==> src/rtl/instruction_fetch_unit.sv <==
// Instruction fetch stage sitting directly in front of the program ROM.
// Owns the PC, drives the ROM byte address, captures the returned word into a
// 2-entry prefetch queue and presents the queue head to decode.
//
// Handshake (out_*): an entry transfers on a rising edge where out_valid and
// out_ready are both 1. out_valid never depends on out_ready. While out_valid
// is 1 and no transfer happens, out_instr/out_pc/out_pc_plus4 stay stable,
// unless a redirect or reset flushes the queue.
module instruction_fetch_unit #(
  parameter int unsigned     DATA_WIDTH   = 32,
  parameter int unsigned     MEMORY_DEPTH = 32,
  parameter logic [31:0]     RESET_PC     = 32'h0040_0000
) (
  input  logic                  clk,
  input  logic                  reset,
  input  logic                  redirect_valid,
  input  logic [DATA_WIDTH-1:0] redirect_target,
  output logic [DATA_WIDTH-1:0] fetch_pc,
  input  logic [DATA_WIDTH-1:0] fetch_instr,
  output logic                  out_valid,
  input  logic                  out_ready,
  output logic [DATA_WIDTH-1:0] out_instr,
  output logic [DATA_WIDTH-1:0] out_pc,
  output logic [DATA_WIDTH-1:0] out_pc_plus4,
  output logic [1:0]            occupancy,
  output logic                  misalign_err,
  output logic                  range_err
);

  localparam logic [DATA_WIDTH-1:0] BASE_PC      = DATA_WIDTH'(RESET_PC);
  localparam logic [DATA_WIDTH-1:0] WINDOW_BYTES = DATA_WIDTH'(4 * MEMORY_DEPTH);
  localparam logic [DATA_WIDTH-1:0] PC_STEP      = DATA_WIDTH'(4);

  // Architectural PC and sticky error flags
  logic [DATA_WIDTH-1:0] pc_q, pc_d;
  logic                  misalign_q, misalign_d;
  logic                  range_q, range_d;

  // Queue: head slot drives out_*, tail slot holds the second entry
  logic [1:0]            occ_q, occ_d;
  logic [DATA_WIDTH-1:0] head_pc_q, head_pc_d;
  logic [DATA_WIDTH-1:0] head_pc4_q, head_pc4_d;
  logic [DATA_WIDTH-1:0] head_instr_q, head_instr_d;
  logic [DATA_WIDTH-1:0] tail_pc_q, tail_pc_d;
  logic [DATA_WIDTH-1:0] tail_pc4_q, tail_pc4_d;
  logic [DATA_WIDTH-1:0] tail_instr_q, tail_instr_d;

  logic [DATA_WIDTH-1:0] pc_plus4;
  logic [DATA_WIDTH-1:0] pc_offset;
  logic                  pc_in_range;
  logic                  pop;
  logic                  push;

  // Window test, fetch handshake decisions and PC increment
  always_comb begin
    pc_plus4    = pc_q + PC_STEP;
    // Unsigned offset from the window base: anything below the base wraps
    // to a huge value, so one compare covers both window edges.
    pc_offset   = pc_q - BASE_PC;
    pc_in_range = (pc_offset < WINDOW_BYTES);
    pop         = (occ_q != 2'd0) && out_ready;
    push        = !redirect_valid && pc_in_range && ((occ_q != 2'd2) || pop);
  end

  // Next-state for PC, queue slots and error flags
  always_comb begin
    pc_d         = pc_q;
    misalign_d   = misalign_q;
    range_d      = range_q;
    occ_d        = occ_q;
    head_pc_d    = head_pc_q;
    head_pc4_d   = head_pc4_q;
    head_instr_d = head_instr_q;
    tail_pc_d    = tail_pc_q;
    tail_pc4_d   = tail_pc4_q;
    tail_instr_d = tail_instr_q;

    if (redirect_valid) begin
      // Any same-cycle pop has already been taken by decode; everything
      // left is stale. The target is word-aligned by truncation.
      occ_d      = 2'd0;
      pc_d       = {redirect_target[DATA_WIDTH-1:2], 2'b00};
      misalign_d = misalign_q | (|redirect_target[1:0]);
    end else begin
      range_d = range_q | !pc_in_range;
      if (push) begin
        pc_d = pc_plus4;
      end
      occ_d = occ_q + {1'b0, push} - {1'b0, pop};

      // New word lands at the head when the head is empty or being vacated
      // with nothing behind it; otherwise it goes to the tail.
      if (push && ((occ_q == 2'd0) || ((occ_q == 2'd1) && pop))) begin
        head_pc_d    = pc_q;
        head_pc4_d   = pc_plus4;
        head_instr_d = fetch_instr;
      end
      if ((occ_q == 2'd2) && pop) begin
        head_pc_d    = tail_pc_q;
        head_pc4_d   = tail_pc4_q;
        head_instr_d = tail_instr_q;
      end
      if (push && (((occ_q == 2'd1) && !pop) || (occ_q == 2'd2))) begin
        tail_pc_d    = pc_q;
        tail_pc4_d   = pc_plus4;
        tail_instr_d = fetch_instr;
      end
    end
  end

  // State registers with synchronous active-low reset
  always_ff @(posedge clk) begin
    if (!reset) begin
      pc_q         <= BASE_PC;
      misalign_q   <= 1'b0;
      range_q      <= 1'b0;
      occ_q        <= 2'd0;
      head_pc_q    <= '0;
      head_pc4_q   <= '0;
      head_instr_q <= '0;
      tail_pc_q    <= '0;
      tail_pc4_q   <= '0;
      tail_instr_q <= '0;
    end else begin
      pc_q         <= pc_d;
      misalign_q   <= misalign_d;
      range_q      <= range_d;
      occ_q        <= occ_d;
      head_pc_q    <= head_pc_d;
      head_pc4_q   <= head_pc4_d;
      head_instr_q <= head_instr_d;
      tail_pc_q    <= tail_pc_d;
      tail_pc4_q   <= tail_pc4_d;
      tail_instr_q <= tail_instr_d;
    end
  end

  // Output mapping; head slot carries its own PC+4 so it reads 0 after reset
  always_comb begin
    fetch_pc     = pc_q;
    out_valid    = (occ_q != 2'd0);
    out_instr    = head_instr_q;
    out_pc       = head_pc_q;
    out_pc_plus4 = head_pc4_q;
    occupancy    = occ_q;
    misalign_err = misalign_q;
    range_err    = range_q;
  end

endmodule

==> config.mk <==
export PLATFORM = sky130hd
export DESIGN_NAME = instruction_fetch_unit
export DESIGN_NICKNAME = d
export VERILOG_FILES = /design/src/rtl/instruction_fetch_unit.sv
export SDC_FILE = /design/constraint.sdc
export NUM_CORES = 1
export LEC_CHECK = 0
export ABC_AREA = 1
export CAP_MARGIN = 30
export CELL_PAD_IN_SITES_DETAIL_PLACEMENT = 0
export CELL_PAD_IN_SITES_GLOBAL_PLACEMENT = 1
export CORE_AREA = 2 2 184 186
export DETAILED_ROUTE_END_ITERATION = 6
export DIE_AREA = 0 0 186 188
export PLACE_DENSITY_LB_ADDON = 0.2
export SETUP_SLACK_MARGIN = 0.05
export SLEW_MARGIN = 20
export SYNTH_ARGS = -nofsm -noshare
export SYNTH_HDL_FRONTEND = slang
export SYNTH_SLANG_ARGS = --single-unit
export TNS_END_PERCENT = 1
==> constraint.sdc <==
create_clock -name clk -period 3 [get_ports clk]
set_input_delay 0.75 -clock clk [delete_from_list [all_inputs] [get_ports clk]]
set_output_delay 0.75 -clock clk [all_outputs]
set_load 0.005 [all_outputs]
* After elaboration in Yosys (flattened, before gate mapping)
Index checks and enable logic that the tools add are counted.
** Word-level totals
- Bits in read-only memories :: 0
- RAM bits :: 0
- Output and inout port bits :: 133
- Register bits after elaboration :: 228
- Input port bits :: 68
- Bits in latches :: 0
- Logic and storage cells :: 53
- Memories kept :: 0
** Cells by class
- Bitwise logic cells :: 4
- Equal/unequal tests :: 3
- $lt $le $gt $ge :: 1
- Mux-type cells :: 8
- $add $sub $neg :: 4
- Div/mod/pow operators :: 0
- Shift-type cells :: 0
- Multiply operators :: 0
- Reductions and logical operators :: 22
** Operators with widths (count)
- $mux W32 :: 8
- $add A32 B3 Y32 const B :: 1
- $lt A32 B8 Y1 const B :: 1
- $sub A32 B23 Y32 const B :: 1
- $logic_and A1 B1 Y1 :: 8
- $reduce_bool A2 Y1 :: 3
- $reduce_and A2 Y1 :: 2
- $reduce_or A2 Y1 :: 2
- $logic_not A1 Y1 :: 3
- $logic_or A1 B1 Y1 :: 3
- $add A2 B1 Y2 :: 1
- $eq A2 B1 Y1 const B :: 1
- $eq A2 B2 Y1 const B :: 1
- $logic_not A2 Y1 :: 1
- $ne A2 B2 Y1 const B :: 1
- $not A1 Y1 :: 2
- $or A1 B1 Y1 :: 2
- $sub A2 B1 Y2 :: 1

* Longest topological paths before layout
- Depth after elaboration :: 7
- Depth in mapped cells :: 13
- Gate-level depth less buffers :: 13

* Least setup slack after synthesis
OpenSTA, ideal clock, no wires.
- Path kind :: input to register
- Start point :: input port redirect_valid
- End point :: register occ_q[1], in the netlist occupancy[1]
- Stages :: 10
- Path buffers :: 1
- Slack :: 0.732 ns
- Library setup time :: 0.070 ns
- Arrival :: 2.198 ns
- Data required time :: 2.930 ns
- Cell sequence :: buf_2 > inv_2 > o21ai_2 > nor2_4 > inv_1 > ha_1 > inv_1 > ha_1 > or2_2 > a21oi_1
** On the way
- Longest elaborated chain between the ends :: 5
- Elaborated cells on any way between the ends :: 6
- Classes of those cells :: add/sub: 2; reduce/logical: 4
** RTL lines
- from (decl) :: line 16 : input logic redirect_valid,
- $logic_not A1 Y1 :: line 62 : push = !redirect_valid && pc_in_range && ((occ_q != 2'd2) || pop);
- $logic_and A1 B1 Y1 (2 in series) :: line 62
- $add A2 B1 Y2 :: line 89 : occ_d = occ_q + {1'b0, push} - {1'b0, pop};
- $sub A2 B1 Y2 :: line 89
- to (signal assigned) :: line 117 : occ_q <= 2'd0;
- to (signal assigned) :: line 128 : occ_q <= occ_d;
- to (decl) :: line 40 : logic [1:0] occ_q, occ_d;
Parallel ways exist; a longest one is shown, timed or not.
A chain may end at the register's enable or synchronous reset.

* Worst setup path in the final report
- Start point :: register pc_q[24], in the netlist fetch_pc[24]
- End point :: register occ_q[1], in the netlist occupancy[1]
** On the way
- Longest elaborated chain between the ends :: 6
** RTL lines
- from (decl) :: line 35 : logic [DATA_WIDTH-1:0] pc_q, pc_d;
- from (signal assigned) :: line 125 : pc_q <= pc_d;
- $sub A32 B23 Y32 :: line 59 : pc_offset = pc_q - BASE_PC;
- $lt A32 B8 Y1 :: line 60 : pc_in_range = (pc_offset < WINDOW_BYTES);
- $logic_and A1 B1 Y1 (2 in series) :: line 62
- $add A2 B1 Y2 :: line 89
- $sub A2 B1 Y2 :: line 89
No other way between the ends.

==> flow_summary.json <==
{
  "synth.distinct_cells": 32,
  "synth_top_area_frac": 0.448,
  "syn_area_sq_um": 9740,
  "ys_warn_count": 0,
  "cp-start-kind": "register",
  "track_usage": 0.167,
  "p_leak_nw": 6.34,
  "clk_pin_slew_ns": 0.06,
  "area_delta_synth_final_pct": 33.6,
  "finClkSkew_ns": 0.00977,
  "ir_drop_v": 0.000410,
  "relSlewSlack": 0.553,
  "fin_crit_sh": 0.804,
  "diodes": 0,
  "overflow": 0,
  "drt-initial-drc-count": 484,
  "via_count": 9021,
  "ctsHoldBuffers": 0,
  "synthTopCellsByArea": "dfxtp_1 (45%), nand2_1 (19%), nor2_1 (11%), inv_1 (7.4%), nand3_1 (3.7%)",
  "cts.sinks": 218,
  "worst_pin_slew_ns": 0.670,
  "antenna_found_initial": 0,
  "tns_ns": 0,
  "cp_data_required_time_ns": 3.45,
  "avgRoutedWirePerCell_um": 13.7,
  "drcViolationCount": 0,
  "yosys.area.top_type": "dfxtp_1",
  "worstSetupEndpointType": "register",
  "final_antenna_net_count": 0,
  "period_minus_slack_ns": 2.41,
  "synth-main-ff-cell": "dfxtp_1",
  "initial_core_util": 0.294,
  "cts_setup_buffers": 0,
  "outcome": "finished clean",
  "die-area_sq_um": 35000,
  "synthCells": 1510,
  "rows": 67,
  "grt_pass1_vias": 8751,
  "fin_util": 0.393,
  "grt_pass1_wl_mm": 46.9,
  "setup_viol": 0,
  "first_pass_iters": 5,
  "drt_wl_total_mm": 29.3,
  "finalHoldViolCount": 0,
  "p_per_area_nw_per_um2": 516,
  "die_w_um": 186,
  "cts-htree-levels": 1,
  "vias_per_cell": 4.22,
  "routabilityCongestion": 0.786,
  "synth_seq_cells": 218,
  "finalPower_mw": 6.72,
  "core_area_sq_um": 33100,
  "drive_above_1_share": 0.0491,
  "cap_violations": 0,
  "hpwlAfterDp_mm": 19.3,
  "cts_buffers": 26,
  "fin_nets": 1743,
  "ios": 201,
  "hold_class": "reg -> reg",
  "final_common_cell": "nand2_1",
  "portBuffers": 194,
  "syn_area_per_cell_sq_um": 6.45,
  "critPathMaxFanout": 8,
  "cts_tree": "built",
  "clock_latency_ns": 0.52,
  "final_cell_mix": "nand2_1 (484), nor2_1 (282), dfxtp_1 (218)",
  "cts_buffer_depth": 3,
  "ys_seq_area_frac": 0.448,
  "die_y_um": 188,
  "synth_edf_count": 0,
  "grt_max_degree": 141,
  "synthArstFlopShare": 0,
  "clockRootBuffer": "clkbuf_16",
  "ctsResizeCount": 0,
  "rsz0062_at_grt": "no",
  "stdcell_area_sq_um": 13000,
  "maxSlewViolCount": 0,
  "worstPathArrival_ns": 2.86,
  "crit_type": "reg -> reg",
  "placed_cell_area_sq_um": 12100,
  "max_freq_ghz": 0.414
}
## kinds of logic (layout without fill, tap and decap cells)
kind of cell,Yosys count,after routing,synth area share
flops,218,218,0.448
simple gates,859,859,0.346
other cells,1,6,0.000385
xor+xnor,10,10,0.00899
compound gates,131,131,0.0701
buf+inv,288,464,0.123
fa+ha+maj,3,3,0.00385
## final cells by class
cell class              instances  area [sq um]
fillers                      3543         20100
flip-flops and latches        218          4360
multi-input cells            1009          4230
repair buffers                218          2210
clock buffers                  39           791
inverters                     199           747
well taps                     448           561
clock inverters                 8           115
## path summary, 6_finish.rpt
kind	startpoint	to	slack [ns]	depth (start not counted)
worst max-delay path	fetch_pc[24]	occupancy[1]	0.59	13
worst min register to register	tail_pc4_q[16]	tail_pc4_q[16]	0.45	2
worst max register to register	fetch_pc[24]	occupancy[1]	0.59	13
worst min-delay path	tail_pc4_q[16]	tail_pc4_q[16]	0.45	2
## per-stage QoR
stage / setup WS [ns] / std cells / hold slack (ns)
after CTS: 0.514 / 2139 / 0.451
final: 0.587 / 2139 / 0.450
after global routing: 0.281 / 2139 / 0.468
after detailed placement: 0.349 / 2092 / 0.441
after floorplan: 0.732 / 1515 / 0.428
after global placement: 0.357 / 2092 / 0.440
## registers in the layout, summed over array words and instances, names as in the netlist
signal and flops:
fetch_pc 30, range_err 1, misalign_err 1, occupancy 2
out_instr 32, tail_pc4_q 30, tail_instr_q 32, tail_pc_q 30
out_pc_plus4 30, out_pc 30
## report_power, final
part	internal, mW	switching (mW)	total, mW
clock	2.07	1.23	3.29
sequential	2.93	0.0403	2.97
combinational	0.215	0.241	0.456
total	5.21	1.51	6.72
## routing by layer
metal | part of all wire | GRT usage
met5 | 0 | 0
met1 | 0.48 | 0.226
met3 | 0.059 | 0.0340
met2 | 0.44 | 0.268
met4 | 0.022 | 0.0451
## synthesized netlist by cell type, drive strengths merged, types with 2 or more instances
cell type	count
o21ai	70
a21boi	4
nor3	3
nand3	72
nand4	7
o21a	2
ha	3
buf	54
dfxtp	218
a21oi	52
a31oi	2
nor3b	2
or2	2
inv	198
nand2	487
xnor2	2
nor2	285
clkbuf	35
xor2	8
## critical path, stage by stage, from the launching register on
cell	delay, ns
dfxtp_1	0.39
nor2_1	0.19
nand2_1	0.07
nor2_1	0.09
nand2_1	0.05
nor2_1	0.19
nand2_1	0.16
nor2_4	0.22
inv_1	0.10
ha_1	0.28
inv_1	0.04
ha_1	0.17
or2_2	0.29
a21oi_1	0.12
Power figures use the tool's default switching activity.
